$ cat config.mk
export PLATFORM = sky130hd
export DESIGN_NAME = if_id_buffer
export DESIGN_NICKNAME = d
export VERILOG_FILES = /design/src/rtl/if_id_buffer.sv
export SDC_FILE = /design/constraint.sdc
export NUM_CORES = 1
export LEC_CHECK = 0
export BUFFER_PORTS_ARGS = -buffer_cell sky130_fd_sc_hd__buf_4
export CORE_MARGIN = 2
export CORE_UTILIZATION = 58
export CTS_BUF_LIST = sky130_fd_sc_hd__clkbuf_4
export CTS_CLUSTER_SIZE = 8
export DETAILED_ROUTE_END_ITERATION = 8
export GPL_TIMING_DRIVEN = 1
export PLACE_DENSITY = 0.87
export SLEW_MARGIN = 15
export SYNTH_ARGS = -nofsm -noshare
export SYNTH_HDL_FRONTEND = slang
export SYNTH_SLANG_ARGS = --single-unit
$ cat constraint.sdc
create_clock -name clk -period 11.6 [get_ports clk]
set_input_delay 1.74 -clock clk [delete_from_list [all_inputs] [get_ports clk]]
set_output_delay 1.74 -clock clk [all_outputs]
set_load 0.005 [all_outputs]
$ cat src/rtl/if_id_buffer.sv
// Purpose : instruction buffer / pipeline register between IF and ID; circular FIFO of {instr, pc}.
// Latency : an entry pushed in cycle N is visible on out_* in cycle N+1 (no same-cycle bypass).
// Backpr. : in_ready drops when FULL (independent of out_ready); IF holds instr/pc until accepted.
//
// Ports:
//   clk, rst            clock, asynchronous active-high reset
//   flush               synchronous discard of all entries (taken branch / jump)
//   in_valid/in_ready   IF handshake carrying in_instr / in_pc
//   out_valid/out_ready ID handshake; out_instr = NOP_INST and out_pc = 0 when empty
//   bubble_cnt          saturating count of cycles where ID is ready but the buffer is empty;
//                       present only when the IFID_PERF_EN macro is defined
module if_id_buffer #(
    parameter int          DEPTH    = 2,
    parameter logic [31:0] NOP_INST = 32'h00000013
) (
    input  logic        clk,
    input  logic        rst,
    input  logic        flush,
    input  logic        in_valid,
    input  logic [31:0] in_instr,
    input  logic [31:0] in_pc,
    output logic        in_ready,
    output logic        out_valid,
    output logic [31:0] out_instr,
    output logic [31:0] out_pc,
    input  logic        out_ready
`ifdef IFID_PERF_EN
    ,
    output logic [31:0] bubble_cnt
`endif
);

    localparam int            AW       = $clog2(DEPTH);
    localparam logic [AW:0]   FULL_CNT = (AW+1)'(DEPTH);

    // Storage array; data is never reset, only the pointers and count are.
    logic [31:0] r_instr_mem [DEPTH];
    logic [31:0] r_pc_mem    [DEPTH];

    logic [AW-1:0] r_wr_ptr;
    logic [AW-1:0] r_rd_ptr;
    logic [AW:0]   r_count;

    logic w_empty;
    logic w_full;
    logic w_push;
    logic w_pop;

    assign w_empty = (r_count == '0);
    assign w_full  = (r_count == FULL_CNT);

    // A flush discards whatever IF presents in the same cycle, so the fetch is
    // reported as taken (in_ready high) even if the buffer is currently full;
    // otherwise IF would stall and re-present a wrong-path instruction.
    assign in_ready  = ~w_full | flush;
    assign out_valid = ~w_empty;
    assign out_instr = w_empty ? NOP_INST : r_instr_mem[r_rd_ptr];
    assign out_pc    = w_empty ? 32'h0    : r_pc_mem[r_rd_ptr];

    // Flush overrides any push or pop in the same cycle.
    assign w_push = in_valid & in_ready & ~flush;
    assign w_pop  = out_valid & out_ready & ~flush;

    always_ff @(posedge clk) begin
        if (w_push) begin
            r_instr_mem[r_wr_ptr] <= in_instr;
            r_pc_mem[r_wr_ptr]    <= in_pc;
        end
    end

    always_ff @(posedge clk or posedge rst) begin
        if (rst) begin
            r_wr_ptr <= '0;
            r_rd_ptr <= '0;
            r_count  <= '0;
        end else if (flush) begin
            r_wr_ptr <= '0;
            r_rd_ptr <= '0;
            r_count  <= '0;
        end else begin
            // DEPTH is a power of two, so natural pointer overflow is the wrap.
            if (w_push) r_wr_ptr <= r_wr_ptr + AW'(1);
            if (w_pop)  r_rd_ptr <= r_rd_ptr + AW'(1);
            case ({w_push, w_pop})
                2'b10:   r_count <= r_count + (AW+1)'(1);
                2'b01:   r_count <= r_count - (AW+1)'(1);
                default: r_count <= r_count;
            endcase
        end
    end

`ifdef IFID_PERF_EN
    // ID idle waiting on fetch; survives flush, saturates instead of wrapping.
    always_ff @(posedge clk or posedge rst) begin
        if (rst) begin
            bubble_cnt <= '0;
        end else if (out_ready && !out_valid && (bubble_cnt != 32'hFFFF_FFFF)) begin
            bubble_cnt <= bubble_cnt + 32'd1;
        end
    end
`endif

endmodule

# [Yosys cells after proc, flatten, opt, wreduce, memory -nomap -nowiden]
# Memories as Yosys holds them, arrays and structs flattened.
# Index checks and enable logic that the tools add are counted.
[word_totals] reg_bits=4 ramBits=128 input_bits=69 out_inout_bits=66 memories=2
[mem_list] memory="r_instr_mem" words=2 word_bits=32 read_ports=1 rd_clocked_by_memory_dff=0 wr=1 line_no="37" rtl="logic [31:0] r_instr_mem [DEPTH];"
[mem_list] memory="r_pc_mem" words=2 word_bits=32 read_ports=1 rd_clocked_by_memory_dff=0 wr=1 line_no="38" rtl="logic [31:0] r_pc_mem [DEPTH];"
[classes] add_sub_neg=4 n_eq_ne=3 muxes=10 n_bitwise=8 reduce_logical=4
[op_table] operator="32-bit two-way mux" count=2
[op_table] operator="1-bit two-way mux" count=6
[op_table] operator="1-bit bitwise AND" count=4
[op_table] operator="2-bit equality test (second input constant)" count=2
[op_table] operator="2-bit case mux with 2 select lines" count=1
[op_table] operator="2-bit nonzero test" count=2
[op_table] operator="1-bit NOT" count=3
[op_table] operator="3-bit nonzero test" count=1
[op_table] operator="1-bit adder (second input constant)" count=2
[op_table] operator="2-bit by 1-bit adder with 2-bit output (second input constant)" count=1
[op_table] operator="2-bit by 1-bit equality test with 1-bit output (second input constant)" count=1
[op_table] operator="2-bit logical NOT" count=1
[op_table] operator="2-bit two-way mux" count=1
[op_table] operator="2-bit by 1-bit subtractor with 2-bit output (second input constant)" count=1
[op_table] operator="1-bit OR" count=1

# [Depth between registers and ports, before layout]
[depth] depth_word=8 ltp_mapped=4

# [Worst setup path after synthesis]
# No wires, ideal clock.
[synth_timing] path_kind="input port to flip-flop" from="in in_valid" to="mem r_instr_mem[1][0] (enable)" setup_time_ns=0.579 arrival_time_ns=6.468 t_required_ns=11.021 setup_slack_ns=4.553 path_stages=2 path_buffers=0 cell_sequence="nand2_1 -> nor3b_1"
[synth_via] elab_chain_cells=4
[synth_rtl] element="start, declared" line_no="19" rtl="input logic in_valid,"
[synth_rtl] element="1-bit bitwise AND (2 in series)" line_no="61" rtl="assign w_push = in_valid & in_ready & ~flush;"
[synth_rtl] element="1-bit two-way mux" line_no="65" rtl="if (w_push) begin"
[synth_rtl] element="1-bit two-way mux (not written as such)" line_no="66" rtl="r_instr_mem[r_wr_ptr] <= in_instr;"
[synth_rtl] element="end, declared" line_no="37"
# Every way passes these cells.

# [Worst setup path in the final report]
[layout_timing] from="reg r_count[1]" to="out out_instr[0]"
[layout_via] elab_chain_cells=2
[layout_rtl] element="start, declared" line_no="42" rtl="logic [AW:0] r_count;"
[layout_rtl] element="start signal, assigned" line_no="85" rtl="2'b10: r_count <= r_count + (AW+1)'(1);"
[layout_rtl] element="start signal, assigned" line_no="86" rtl="2'b01: r_count <= r_count - (AW+1)'(1);"
[layout_rtl] element="start signal, assigned" line_no="87" rtl="default: r_count <= r_count;"
[layout_rtl] element="2-bit logical NOT" line_no="49" rtl="assign w_empty = (r_count == '0);"
[layout_rtl] element="32-bit two-way mux" line_no="57" rtl="assign out_instr = w_empty ? NOP_INST : r_instr_mem[r_rd_ptr];"
[layout_rtl] element="end, declared" line_no="24" rtl="output logic [31:0] out_instr,"
# Every way passes these cells.

==> impl_results.md <==
* Utilization after layout at 75.0%
* Synthesized flop and latch total at 132
* Io pins at 135
* Outcome: completed
* Fillers at 529
* CP Max Fanout at 33
* Largest net degree at the start of global routing at 66
* Leakage at 0.00240 uW
* Non-filler cells, final at 560
* Clock buffer count from CTS at 17
* Cts-stage hold buffer count at 0
* CP startpoint kind: flip-flop
* Sequential-to-total area share from yosys stat at 77.8%
* Synth unique cells at 23
* Slew @ Worst Pin at 1.12 ns
* Fin Clk Skew at 0.0148 ns
* Post-route ant nets at 0
* RSZ-0062 raised after global routing: false
* Syn-to-layout area delta at 27.1%
* Via count at 2909
* P per Cell Area at 150 nW/um^2
* Initial antenna violation count at 0
* Vias in the first global route at 2956
* Post-synthesis cell count at 298
* Wire per inst at 16.0 um
* DP Wirelength at 5540 um
* Final setup violation count at 0
* Core box area at 8590 um^2
* CTS Sinks at 132
* Worst EP required at 9.86 ns
* Die Wd at 97.5 um
* Combinational share of power at 10.5%
* Placed instance count at 530
* Starting density of the core at 59.0%
* Fmax at 243 MHz
* Cts repair resizes at 0
* Switch share at 22.7%
* CTS clock-pin slew for the worst setup and hold paths at 0.12 ns
* I/O Buffers at 134
* Final Cycle Share at 35.5%
* Commonest cells after routing, fill and taps aside: buf_4, edfxtp_1, mux2i_1
* H-tree depth at 4
* Register area at 3950 um^2
* Multi-input gate area at 1030 um^2
* CTS Buffer Depth at 2
* Vias per inst at 5.19
* Detailed-route wire length at 8960 um
* Grt ovf at 0
* Dpl cell area at 6160 um^2
* Internal at 747 uW
* Setup TNS Final at 0 ns
* P_sw at 220 uW
* Die area at 9510 um^2
* Clock Latency Late Sink at 0.49 ns
* RePlAce Congestion at 0.735
* Setup CP Type: reg -> out
* Crit end category: output port
* Net Count, Synth at 367
* TritonCTS clock tree: done
* Rows at 34
* Critical Path AT at 2.38 ns
* Hold Crit Class: reg -> reg
* Pins Over Slew Limit at 0
* GRT Total Usage at 19.5%
* # diodes at 0
* Sequential share of power at 57.7%
* Most common cell after layout, fill and taps aside: buf_4
* First-pass GRT wire length at 14300 um
* Syn. warnings at 0
* Synth Area per Inst at 17.0 um^2
* Clk network pwr share at 31.8%
* Final Hold Viols at 0
* Post-synth design cell area at 5070 um^2
* Layout cells sized above 1 at 37.8%
* Nets at 510
* Clk root buf: clkbuf_4
* Drt first pass iters at 4
* Final Cell Area at 6450 um^2
* Initial drt markers at 102
* Post-CTS Setup Inserts at 0
* Rel. slew slack at 25.5%
* Max-Cap Viols at 0
* DRC viols at 0
* Die height at 97.5 um
* VDD IR max at 0.136 mV
* Fin crit period at 4.12 ns
worst max-delay path, cell delays in order (launching register included):
cell and delay [ns]:
dfrtp_1 0.51, nor2_4 0.57, buf_4 0.44, inv_1 0.14, nand2_1 0.09, buf_4 0.11
metrics by stage:
stage	setup WS, ns	power, uW	hold slack (ns)
4_1_cts	7.41	977	0.607
3_3_place_gp	7.64	667	0.563
3_5_place_dp	7.64	670	0.584
6_report	7.48	966	0.609
5_1_grt	7.26	1010	0.658
2_1_floorplan	4.55	615	0.530
power by group through the flow:
stage          Clock [uW]  Sequential, uW  Combinational (uW)
2_1_floorplan           0             559                56.0
3_3_place_gp            0             567                99.7
3_5_place_dp            0             568                 102
4_1_cts               316             558                 103
5_1_grt               337             560                 111
6_report              307             557                 101
logic make-up after synthesis:
family,Yosys count,share of synthesized area (%)
flops,132,77.8
simple gates,76,6.19
mux,65,12.8
buf+inv,16,2.17
compound gates,8,0.888
xor+xnor,1,0.173
flip-flops by register name, indices dropped and copies added, names as in the netlist:
signal       cells
r_count          2
r_instr_mem     64
r_pc_mem        64
r_rd_ptr         1
r_wr_ptr         1
metal layers:
layer | GRT usage, % | up-vias | share of wire [%]
li1 | - | 1399 | -
met1 | 25.1 | 1384 | 42
met2 | 30.4 | 116 | 49
met3 | 7.99 | 10 | 7.7
met4 | 6.84 | 0 | 0.97
met5 | 0 | - | 0
Yosys cell counts:
master	number	area, um^2
edfxtp_1	128	3840
mux2i_1	65	651
nor2_1	62	233
buf_2	7	35.0
buf_6	5	56.3
a21oi_1	4	20.0
dfrtp_1	4	100
nand2_1	4	15.0
inv_1	3	11.3
nor3b_1	2	15.0
o21ai_0	2	10.0
a21o_1	1	7.51
buf_4	1	7.51
nand2b_1	1	6.26
nand3b_1	1	7.51
nor2_2	1	6.26
nor2b_1	1	6.26
nor3_1	1	5.00
o211ai_1	1	7.51
or2_0	1	6.26
or2b_1	1	7.51
or3_1	1	6.26
xor2_1	1	8.76
path summary, 6_finish.rpt:
kind	from	end	slack [ns]	cells after the start
worst min-delay path	r_wr_ptr$_DFFE_PP0P_	r_wr_ptr$_DFFE_PP0P_	0.61	2
worst max-delay path	r_count[1]$_DFFE_PP0P_	out_instr[0]	7.48	5
worst min register to register	r_wr_ptr$_DFFE_PP0P_	r_wr_ptr$_DFFE_PP0P_	0.61	2
min in group asynchronous	rst	r_wr_ptr$_DFFE_PP0P_	1.12	2
worst max register to register	r_count[0]$_DFFE_PP0P_	r_pc_mem[1][9]$_DFFE_PP_	9.52	4
max in group asynchronous	rst	r_rd_ptr$_DFFE_PP0P_	10.29	2
area by class of cell:
type / instances / share of cell area (%)
Sequential cell: 132 / 61.2
Clock buffer: 17 / 1.98
Multi-Input combinational cell: 150 / 16.0
Clock inverter: 13 / 2.52
Timing Repair Buffer: 137 / 16.0
Tap cell: 108 / 2.10
Inverter: 3 / 0.175
Power figures use the tool's default switching activity.
